--- src/rtl/weight_bias_update_if.sv ---
`default_nettype none
// ============================================================================
// Module      : weight_bias_update_if
// Description : Control, delta, init and parameter bus of weight_bias_update.
// Revision    : 1.0  initial release
// ============================================================================
interface weight_bias_update_if #(
    parameter int N_IN   = 2,
    parameter int N_HL_P = 3,
    parameter int N_OUT  = 2,
    parameter int WIDTH  = 32
);
    logic                            i_load;
    logic                            i_start;
    logic [4:0]                      i_shift;
    logic [N_OUT*WIDTH-1:0]          i_d_bias_o;
    logic [N_HL_P*WIDTH-1:0]         i_d_bias_hd;
    logic [N_HL_P*N_OUT*WIDTH-1:0]   i_d_wght_o;
    logic [N_HL_P*N_IN*WIDTH-1:0]    i_d_wght_hd;
    logic [N_OUT*WIDTH-1:0]          i_init_bias_o;
    logic [N_HL_P*WIDTH-1:0]         i_init_bias_hd;
    logic [N_HL_P*N_OUT*WIDTH-1:0]   i_init_wght_o;
    logic [N_HL_P*N_IN*WIDTH-1:0]    i_init_wght_hd;
    logic [N_OUT*WIDTH-1:0]          o_bias_o;
    logic [N_HL_P*WIDTH-1:0]         o_bias_hd;
    logic [N_HL_P*N_OUT*WIDTH-1:0]   o_wght_o;
    logic [N_HL_P*N_IN*WIDTH-1:0]    o_wght_hd;
    logic                            o_busy;
    logic                            o_done;
    logic                            o_acc_rst;

    modport master (
        output i_load, i_start, i_shift,
        output i_d_bias_o, i_d_bias_hd, i_d_wght_o, i_d_wght_hd,
        output i_init_bias_o, i_init_bias_hd, i_init_wght_o, i_init_wght_hd,
        input  o_bias_o, o_bias_hd, o_wght_o, o_wght_hd,
        input  o_busy, o_done, o_acc_rst
    );

    modport slave (
        input  i_load, i_start, i_shift,
        input  i_d_bias_o, i_d_bias_hd, i_d_wght_o, i_d_wght_hd,
        input  i_init_bias_o, i_init_bias_hd, i_init_wght_o, i_init_wght_hd,
        output o_bias_o, o_bias_hd, o_wght_o, o_wght_hd,
        output o_busy, o_done, o_acc_rst
    );
endinterface
`default_nettype wire

--- src/rtl/weight_bias_update.sv ---
`default_nettype none
// ============================================================================
// Module      : weight_bias_update
// Description : Sequential SGD step p[i] -= d[i] >>> shift, one parameter per
//               cycle. Define WBU_SAT_EN for saturating subtraction.
// Revision    : 1.0  initial release
// ============================================================================
module weight_bias_update #(
    parameter int N_IN   = 2,
    parameter int N_HL_P = 3,
    parameter int N_OUT  = 2,
    parameter int WIDTH  = 32
) (
    input  wire logic           clk,
    input  wire logic           rst,
    weight_bias_update_if.slave bus
);
    localparam int N_BO   = N_OUT;
    localparam int N_BH   = N_HL_P;
    localparam int N_WO   = N_HL_P * N_OUT;
    localparam int N_WH   = N_HL_P * N_IN;
    localparam int P      = N_BO + N_BH + N_WO + N_WH;
    localparam int OFF_BH = N_BO;
    localparam int OFF_WO = OFF_BH + N_BH;
    localparam int OFF_WH = OFF_WO + N_WO;
    localparam int IDXW   = (P > 1) ? $clog2(P) : 1;

    localparam logic [1:0] S_IDLE = 2'd0;
    localparam logic [1:0] S_CAP  = 2'd1;
    localparam logic [1:0] S_UPD  = 2'd2;
    localparam logic [1:0] S_DONE = 2'd3;

    logic [1:0]              state_q, state_d;
    logic signed [WIDTH-1:0] p_q    [P];
    logic signed [WIDTH-1:0] snap_q [P];
    logic [4:0]              sh_q;
    logic [IDXW-1:0]         idx_q;

    logic [P*WIDTH-1:0]      init_flat;
    logic [P*WIDTH-1:0]      delta_flat;
    logic [P*WIDTH-1:0]      p_flat;
    logic signed [WIDTH-1:0] upd_cur;
    logic signed [WIDTH-1:0] upd_dec;
    logic signed [WIDTH-1:0] upd_res;
    logic                    load_en;
    logic                    busy_c, done_c;

    // Element 0 of bias_o ends up in the lowest word of the flat vector.
    assign init_flat  = {bus.i_init_wght_hd, bus.i_init_wght_o,
                         bus.i_init_bias_hd, bus.i_init_bias_o};
    assign delta_flat = {bus.i_d_wght_hd, bus.i_d_wght_o,
                         bus.i_d_bias_hd, bus.i_d_bias_o};

    assign load_en = (state_q == S_IDLE) && bus.i_load;

    assign upd_cur = p_q[idx_q];
    assign upd_dec = snap_q[idx_q] >>> sh_q;

`ifdef WBU_SAT_EN
    localparam logic signed [WIDTH-1:0] C_MAX = {1'b0, {(WIDTH-1){1'b1}}};
    localparam logic signed [WIDTH-1:0] C_MIN = {1'b1, {(WIDTH-1){1'b0}}};
    logic [WIDTH:0] upd_diff;

    // One guard bit: the top two bits disagree exactly on signed overflow.
    assign upd_diff = {upd_cur[WIDTH-1], upd_cur} - {upd_dec[WIDTH-1], upd_dec};

    always_comb begin
        upd_res = upd_diff[WIDTH-1:0];
        if (upd_diff[WIDTH] != upd_diff[WIDTH-1]) begin
            upd_res = upd_diff[WIDTH] ? C_MIN : C_MAX;
        end
    end
`else
    assign upd_res = upd_cur - upd_dec;
`endif

    always_ff @(posedge clk) begin
        if (rst) begin
            state_q <= S_IDLE;
        end else begin
            state_q <= state_d;
        end
    end

    always_comb begin
        state_d = state_q;
        case (state_q)
            S_IDLE: begin
                if (!bus.i_load && bus.i_start) begin
                    state_d = S_CAP;
                end
            end
            S_CAP:  state_d = S_UPD;
            S_UPD: begin
                if (idx_q == IDXW'(P - 1)) begin
                    state_d = S_DONE;
                end
            end
            S_DONE: state_d = S_IDLE;
            default: state_d = S_IDLE;
        endcase
    end

    always_comb begin
        busy_c = (state_q != S_IDLE);
        done_c = (state_q == S_DONE);
    end

    assign bus.o_busy    = busy_c;
    assign bus.o_done    = done_c;
    assign bus.o_acc_rst = done_c;

    always_ff @(posedge clk) begin
        if (rst) begin
            for (int i = 0; i < P; i++) begin
                p_q[i] <= '0;
            end
        end else if (load_en) begin
            for (int i = 0; i < P; i++) begin
                p_q[i] <= init_flat[i*WIDTH +: WIDTH];
            end
        end else if (state_q == S_UPD) begin
            p_q[idx_q] <= upd_res;
        end
    end

    // Deltas and shift are frozen here so upstream may keep accumulating.
    always_ff @(posedge clk) begin
        if (rst) begin
            for (int i = 0; i < P; i++) begin
                snap_q[i] <= '0;
            end
            sh_q  <= '0;
            idx_q <= '0;
        end else if (state_q == S_CAP) begin
            for (int i = 0; i < P; i++) begin
                snap_q[i] <= delta_flat[i*WIDTH +: WIDTH];
            end
            sh_q  <= bus.i_shift;
            idx_q <= '0;
        end else if (state_q == S_UPD) begin
            idx_q <= idx_q + IDXW'(1);
        end
    end

    for (genvar g = 0; g < P; g++) begin : g_flat
        assign p_flat[g*WIDTH +: WIDTH] = p_q[g];
    end

    assign bus.o_bias_o  = p_flat[0          +: N_BO*WIDTH];
    assign bus.o_bias_hd = p_flat[OFF_BH*WIDTH +: N_BH*WIDTH];
    assign bus.o_wght_o  = p_flat[OFF_WO*WIDTH +: N_WO*WIDTH];
    assign bus.o_wght_hd = p_flat[OFF_WH*WIDTH +: N_WH*WIDTH];

endmodule
`default_nettype wire

--- src/flat_wrapper.sv ---
// flat-port wrapper written by rule: the top's interface ports become plain ports
module weight_bias_update_flat 
#(
    parameter int N_IN   = 2,
    parameter int N_HL_P = 3,
    parameter int N_OUT  = 2,
    parameter int WIDTH  = 32
)
  (clk, rst, bus_i_load, bus_i_start, bus_i_shift, bus_i_d_bias_o, bus_i_d_bias_hd, bus_i_d_wght_o, bus_i_d_wght_hd, bus_i_init_bias_o, bus_i_init_bias_hd, bus_i_init_wght_o, bus_i_init_wght_hd, bus_o_bias_o, bus_o_bias_hd, bus_o_wght_o, bus_o_wght_hd, bus_o_busy, bus_o_done, bus_o_acc_rst);
  weight_bias_update_if #(.N_IN(N_IN), .N_HL_P(N_HL_P), .N_OUT(N_OUT), .WIDTH(WIDTH)) bus_i ();
  input  wire logic clk;
  input  wire logic rst;
  input wire logic [$bits(bus_i.i_load)-1:0] bus_i_load;
  input wire logic [$bits(bus_i.i_start)-1:0] bus_i_start;
  input wire logic [$bits(bus_i.i_shift)-1:0] bus_i_shift;
  input wire logic [$bits(bus_i.i_d_bias_o)-1:0] bus_i_d_bias_o;
  input wire logic [$bits(bus_i.i_d_bias_hd)-1:0] bus_i_d_bias_hd;
  input wire logic [$bits(bus_i.i_d_wght_o)-1:0] bus_i_d_wght_o;
  input wire logic [$bits(bus_i.i_d_wght_hd)-1:0] bus_i_d_wght_hd;
  input wire logic [$bits(bus_i.i_init_bias_o)-1:0] bus_i_init_bias_o;
  input wire logic [$bits(bus_i.i_init_bias_hd)-1:0] bus_i_init_bias_hd;
  input wire logic [$bits(bus_i.i_init_wght_o)-1:0] bus_i_init_wght_o;
  input wire logic [$bits(bus_i.i_init_wght_hd)-1:0] bus_i_init_wght_hd;
  output wire logic [$bits(bus_i.o_bias_o)-1:0] bus_o_bias_o;
  output wire logic [$bits(bus_i.o_bias_hd)-1:0] bus_o_bias_hd;
  output wire logic [$bits(bus_i.o_wght_o)-1:0] bus_o_wght_o;
  output wire logic [$bits(bus_i.o_wght_hd)-1:0] bus_o_wght_hd;
  output wire logic [$bits(bus_i.o_busy)-1:0] bus_o_busy;
  output wire logic [$bits(bus_i.o_done)-1:0] bus_o_done;
  output wire logic [$bits(bus_i.o_acc_rst)-1:0] bus_o_acc_rst;
  assign bus_i.i_load = bus_i_load;
  assign bus_i.i_start = bus_i_start;
  assign bus_i.i_shift = bus_i_shift;
  assign bus_i.i_d_bias_o = bus_i_d_bias_o;
  assign bus_i.i_d_bias_hd = bus_i_d_bias_hd;
  assign bus_i.i_d_wght_o = bus_i_d_wght_o;
  assign bus_i.i_d_wght_hd = bus_i_d_wght_hd;
  assign bus_i.i_init_bias_o = bus_i_init_bias_o;
  assign bus_i.i_init_bias_hd = bus_i_init_bias_hd;
  assign bus_i.i_init_wght_o = bus_i_init_wght_o;
  assign bus_i.i_init_wght_hd = bus_i_init_wght_hd;
  assign bus_o_bias_o = bus_i.o_bias_o;
  assign bus_o_bias_hd = bus_i.o_bias_hd;
  assign bus_o_wght_o = bus_i.o_wght_o;
  assign bus_o_wght_hd = bus_i.o_wght_hd;
  assign bus_o_busy = bus_i.o_busy;
  assign bus_o_done = bus_i.o_done;
  assign bus_o_acc_rst = bus_i.o_acc_rst;
  weight_bias_update #(.N_IN(N_IN), .N_HL_P(N_HL_P), .N_OUT(N_OUT), .WIDTH(WIDTH)) u_core (.clk(clk), .rst(rst), .bus(bus_i));
endmodule
--- config.mk ---
export PLATFORM = sky130hd
export DESIGN_NAME = weight_bias_update_flat
export DESIGN_NICKNAME = d
export VERILOG_FILES = /design/src/rtl/weight_bias_update_if.sv /design/src/rtl/weight_bias_update.sv /design/src/flat_wrapper.sv
export SDC_FILE = /design/constraint.sdc
export NUM_CORES = 2
export LEC_CHECK = 0
export CAP_MARGIN = 20
export CORE_AREA = 4 4 637 639
export DETAILED_ROUTE_END_ITERATION = 10
export DIE_AREA = 0 0 641 643
export PLACE_DENSITY = 0.44
export SYNTH_ARGS = -nofsm -noshare
export SYNTH_HDL_FRONTEND = slang
export SYNTH_SLANG_ARGS = --single-unit
--- constraint.sdc ---
create_clock -name clk -period 28.5 [get_ports clk]
set_clock_uncertainty 0.1 [all_clocks]
set_input_delay 7.125 -clock clk [delete_from_list [all_inputs] [get_ports clk]]
set_output_delay 7.125 -clock clk [all_outputs]
set_load 0.05 [all_outputs]
==> results_dict.tcl <==
set metrics [dict create \
    grt_max_degree 246 \
    status "finished clean" \
    total_leakage_power_nw 34.4 \
    crit_top_cell "buf_4" \
    finalSetupViolCount 0 \
    grt_setup_unrepaired "no" \
    fmax_mhz 93.1 \
    synthFlopType "edfxtp_1" \
    final_cell_mix "1612 x clkdlybuf4s50_1, 1568 x edfxtp_1, 576 x nand3_1" \
    die_h_um 643 \
    dieArea_um2 412000 \
    cts_root_buf "clkbuf_16" \
    period_share_pct 37.7 \
    cts_resized 0 \
    grt_pass1_vias 57000 \
    synthXorXnorAreaFrac_pct 0.365 \
    synth_async_sr_flop_share_pct 0 \
    vias 57000 \
    routabilityCongestion 0.951 \
    post-route-min-period_ns 10.74 \
    viasPerCell 4.63 \
    required_ns 29.09 \
    grt_usage_pct 22.3 \
    path_cells "clkdlybuf4s50_1 -> buf_4 -> nor2_4 -> buf_4 -> buf_4 -> buf_12 -> buf_4 -> nand3_1 -> o21ai_0" \
    post-route-util_pct 26.0 \
    synth.distinct_cells 78 \
    synth_top_family_by_area "multiplexers" \
    synth_compound_area_share_pct 7.58 \
    drive_gt1_share_pct 13.3 \
    cts_made_buffers 199 \
    grt_pass1_wl_um 606000 \
    seq_area_frac_synth_pct 63.8 \
    fin_setup_tns_ns 0 \
    report.final.slew_viol_count 0 \
    clock_sinks 1585 \
    io_pins 1644 \
    cts_setup_buffers 0 \
    ant_nets 0 \
    htreeDepth 4 \
    antenna_found_initial 168 \
    hold_buffers 0 \
    cts_tree "yes" \
    cts_buffer_depth 4 \
    synth-seq-cells 1585 \
    start_util_pct 18.6 \
    netlist_area_um2 74300 \
    wirelength_um 480000 \
    dr.pass1.iters 6 \
    drt_iter0_markers 6202 \
    maxSlewHeadroom_pct 17.3 \
    critPathCaptureType "flop" \
    path_class "input pin to flop" \
    arrival_ns 11.33 \
    synth_warnings 0 \
    final_common_cell "clkdlybuf4s50_1" \
    synth_cells 5225 \
    synth.area.mux_share_pct 13.9 \
    synth_fp_nets 6367 \
    synth_edf_count 1568 \
    power_density_nw_per_um2 134 \
    fp.dieW_um 641 \
    maxCapViolations 0 \
    synth-simple-area-share_pct 10.9 \
    dpl.hpwl_um 370000 \
    hold_class "flop to flop" \
    avgRoutedWirePerCell_um 39.0 \
    drc_errors 0 \
    nNetsFinal 7917 \
    start_kind "input pin" \
    io_buffers 1643 \
    cp_slowest_cell "buf_4" \
    area_growth_pct 39.7 \
    critPathMaxStageDelay_ns 0.89 \
    fp-row-count 232 \
    core_area_um2 399000 \
    synth-adder-area-share_pct 0.768 \
    syn_area_per_cell_um2 14.2 \
    worst_pin_slew_ns 1.24 \
    vdd_drop_max_mv 0.228 \
    overflow 0 \
    timing_hold_violations_final 0 \
    insertion_delay_ns 0.94 \
    clk_pin_slew_ns 0.06 \
    crit_fanout 176 \
]
-- path summary, 6_finish.rpt --
check                                       start  slack, ns  cells after the start                end
worst max-delay path                          rst      17.76                      9  u_core.p_q[9][16]
worst min-delay path            u_core.state_q[0]       0.46                      2  u_core.state_q[0]
worst max register to register               flop      18.22                     21  u_core.p_q[5][28]
worst min register to register  u_core.state_q[0]       0.46                      2  u_core.state_q[0]
-- area by class of cell --
| class | count | area (um2) |
|---|---|---|
| clock buffers | 248 | 5180 |
| well taps | 5265 | 6590 |
| inverters | 55 | 206 |
| repair buffers | 1793 | 17600 |
| multi-input cells | 3141 | 25500 |
| fillers | 41400 | 295000 |
| diodes | 116 | 290 |
| flip-flops and latches | 1585 | 47400 |
| clock inverters | 105 | 952 |
-- power breakdown --
part	internal, mW	switching (mW)
Clock	1.40	1.11
Combinational	1.64	5.44
Sequential	3.98	0.382
-- cells by family after synthesis --
family          Yosys count
xor+xnor                 31
flops                  1585
fa+ha+maj                45
simple gates           1533
compound gates          934
buf+inv                 499
mux                     598
-- worst max-delay path: cells and delay by family --
family | cells | cell delay [ns]
AO/OA/AOI/OAI | 1 | 0.14
buffers and inverters | 6 | 3.31
AND/OR/NAND/NOR | 2 | 0.34
-- routing by layer --
metal	global-route usage (%)	part of all wire, %	up-vias
li1	-	-	23600
met1	24.5	36	29700
met2	39.9	51	2883
met3	5.67	7.7	674
met4	10.4	5.3	68
met5	0	0.093	-
-- through the flow --
step                power [mW]  std cells  setup WS (ns)  hold slack, ns  area (um2)
finish                    13.9      12300          17.76           0.459      104000
global route              14.4      12300          17.71           0.497      104000
CTS                       14.1      12200          17.88           0.465      103000
detailed placement        11.6      11800          16.89           0.455       97300
global placement          11.5      11800          16.99           0.419       97300
floorplan                 7.45       5225           4.83           0.408       74300
-- Yosys cell counts (6+ instances only) --
| master | n | area [um2] |
|---|---|---|
| nand2b_1 | 12 | 75.1 |
| a22o_1 | 12 | 105 |
| a211oi_1 | 10 | 75.1 |
| a32oi_1 | 25 | 219 |
| xor2_1 | 13 | 114 |
| or3_1 | 7 | 43.8 |
| mux2_2 | 20 | 225 |
| buf_1 | 52 | 195 |
| o21ai_0 | 556 | 2780 |
| nor2b_1 | 12 | 75.1 |
| o21a_1 | 6 | 45.0 |
| nand2_1 | 203 | 762 |
| and3_1 | 6 | 37.5 |
| nor3b_1 | 6 | 45.0 |
| buf_4 | 7 | 52.6 |
| and2_1 | 559 | 3500 |
| a21o_1 | 15 | 113 |
| a31oi_2 | 9 | 113 |
| mux2i_1 | 233 | 2330 |
| nor3_1 | 15 | 75.1 |
| nand4_1 | 12 | 75.1 |
| xnor2_1 | 18 | 158 |
| a21oi_1 | 66 | 330 |
| nor2_1 | 102 | 383 |
| nand3_1 | 576 | 2880 |
| clkbuf_1 | 334 | 1250 |
| a31oi_1 | 30 | 188 |
| o22ai_1 | 12 | 75.1 |
| ha_1 | 44 | 551 |
| a2bb2oi_1 | 6 | 52.6 |
| a221oi_1 | 11 | 96.3 |
| mux4_2 | 340 | 7660 |
| o221ai_1 | 6 | 52.6 |
| inv_1 | 50 | 188 |
| edfxtp_1 | 1568 | 47100 |
| o211ai_1 | 6 | 45.0 |
| o31ai_1 | 9 | 67.6 |
| a22oi_1 | 99 | 743 |
| buf_2 | 49 | 245 |
| dfxtp_1 | 17 | 340 |
-- registers in the layout, summed over array words and instances, names as in the netlist, named ones only --
signal,cells
u_core.state_q,2
u_core.sh_q,5
u_core.idx_q,5
u_core.p_q,1024
u_core.snap_q,544
Power figures use the tool's default switching activity.
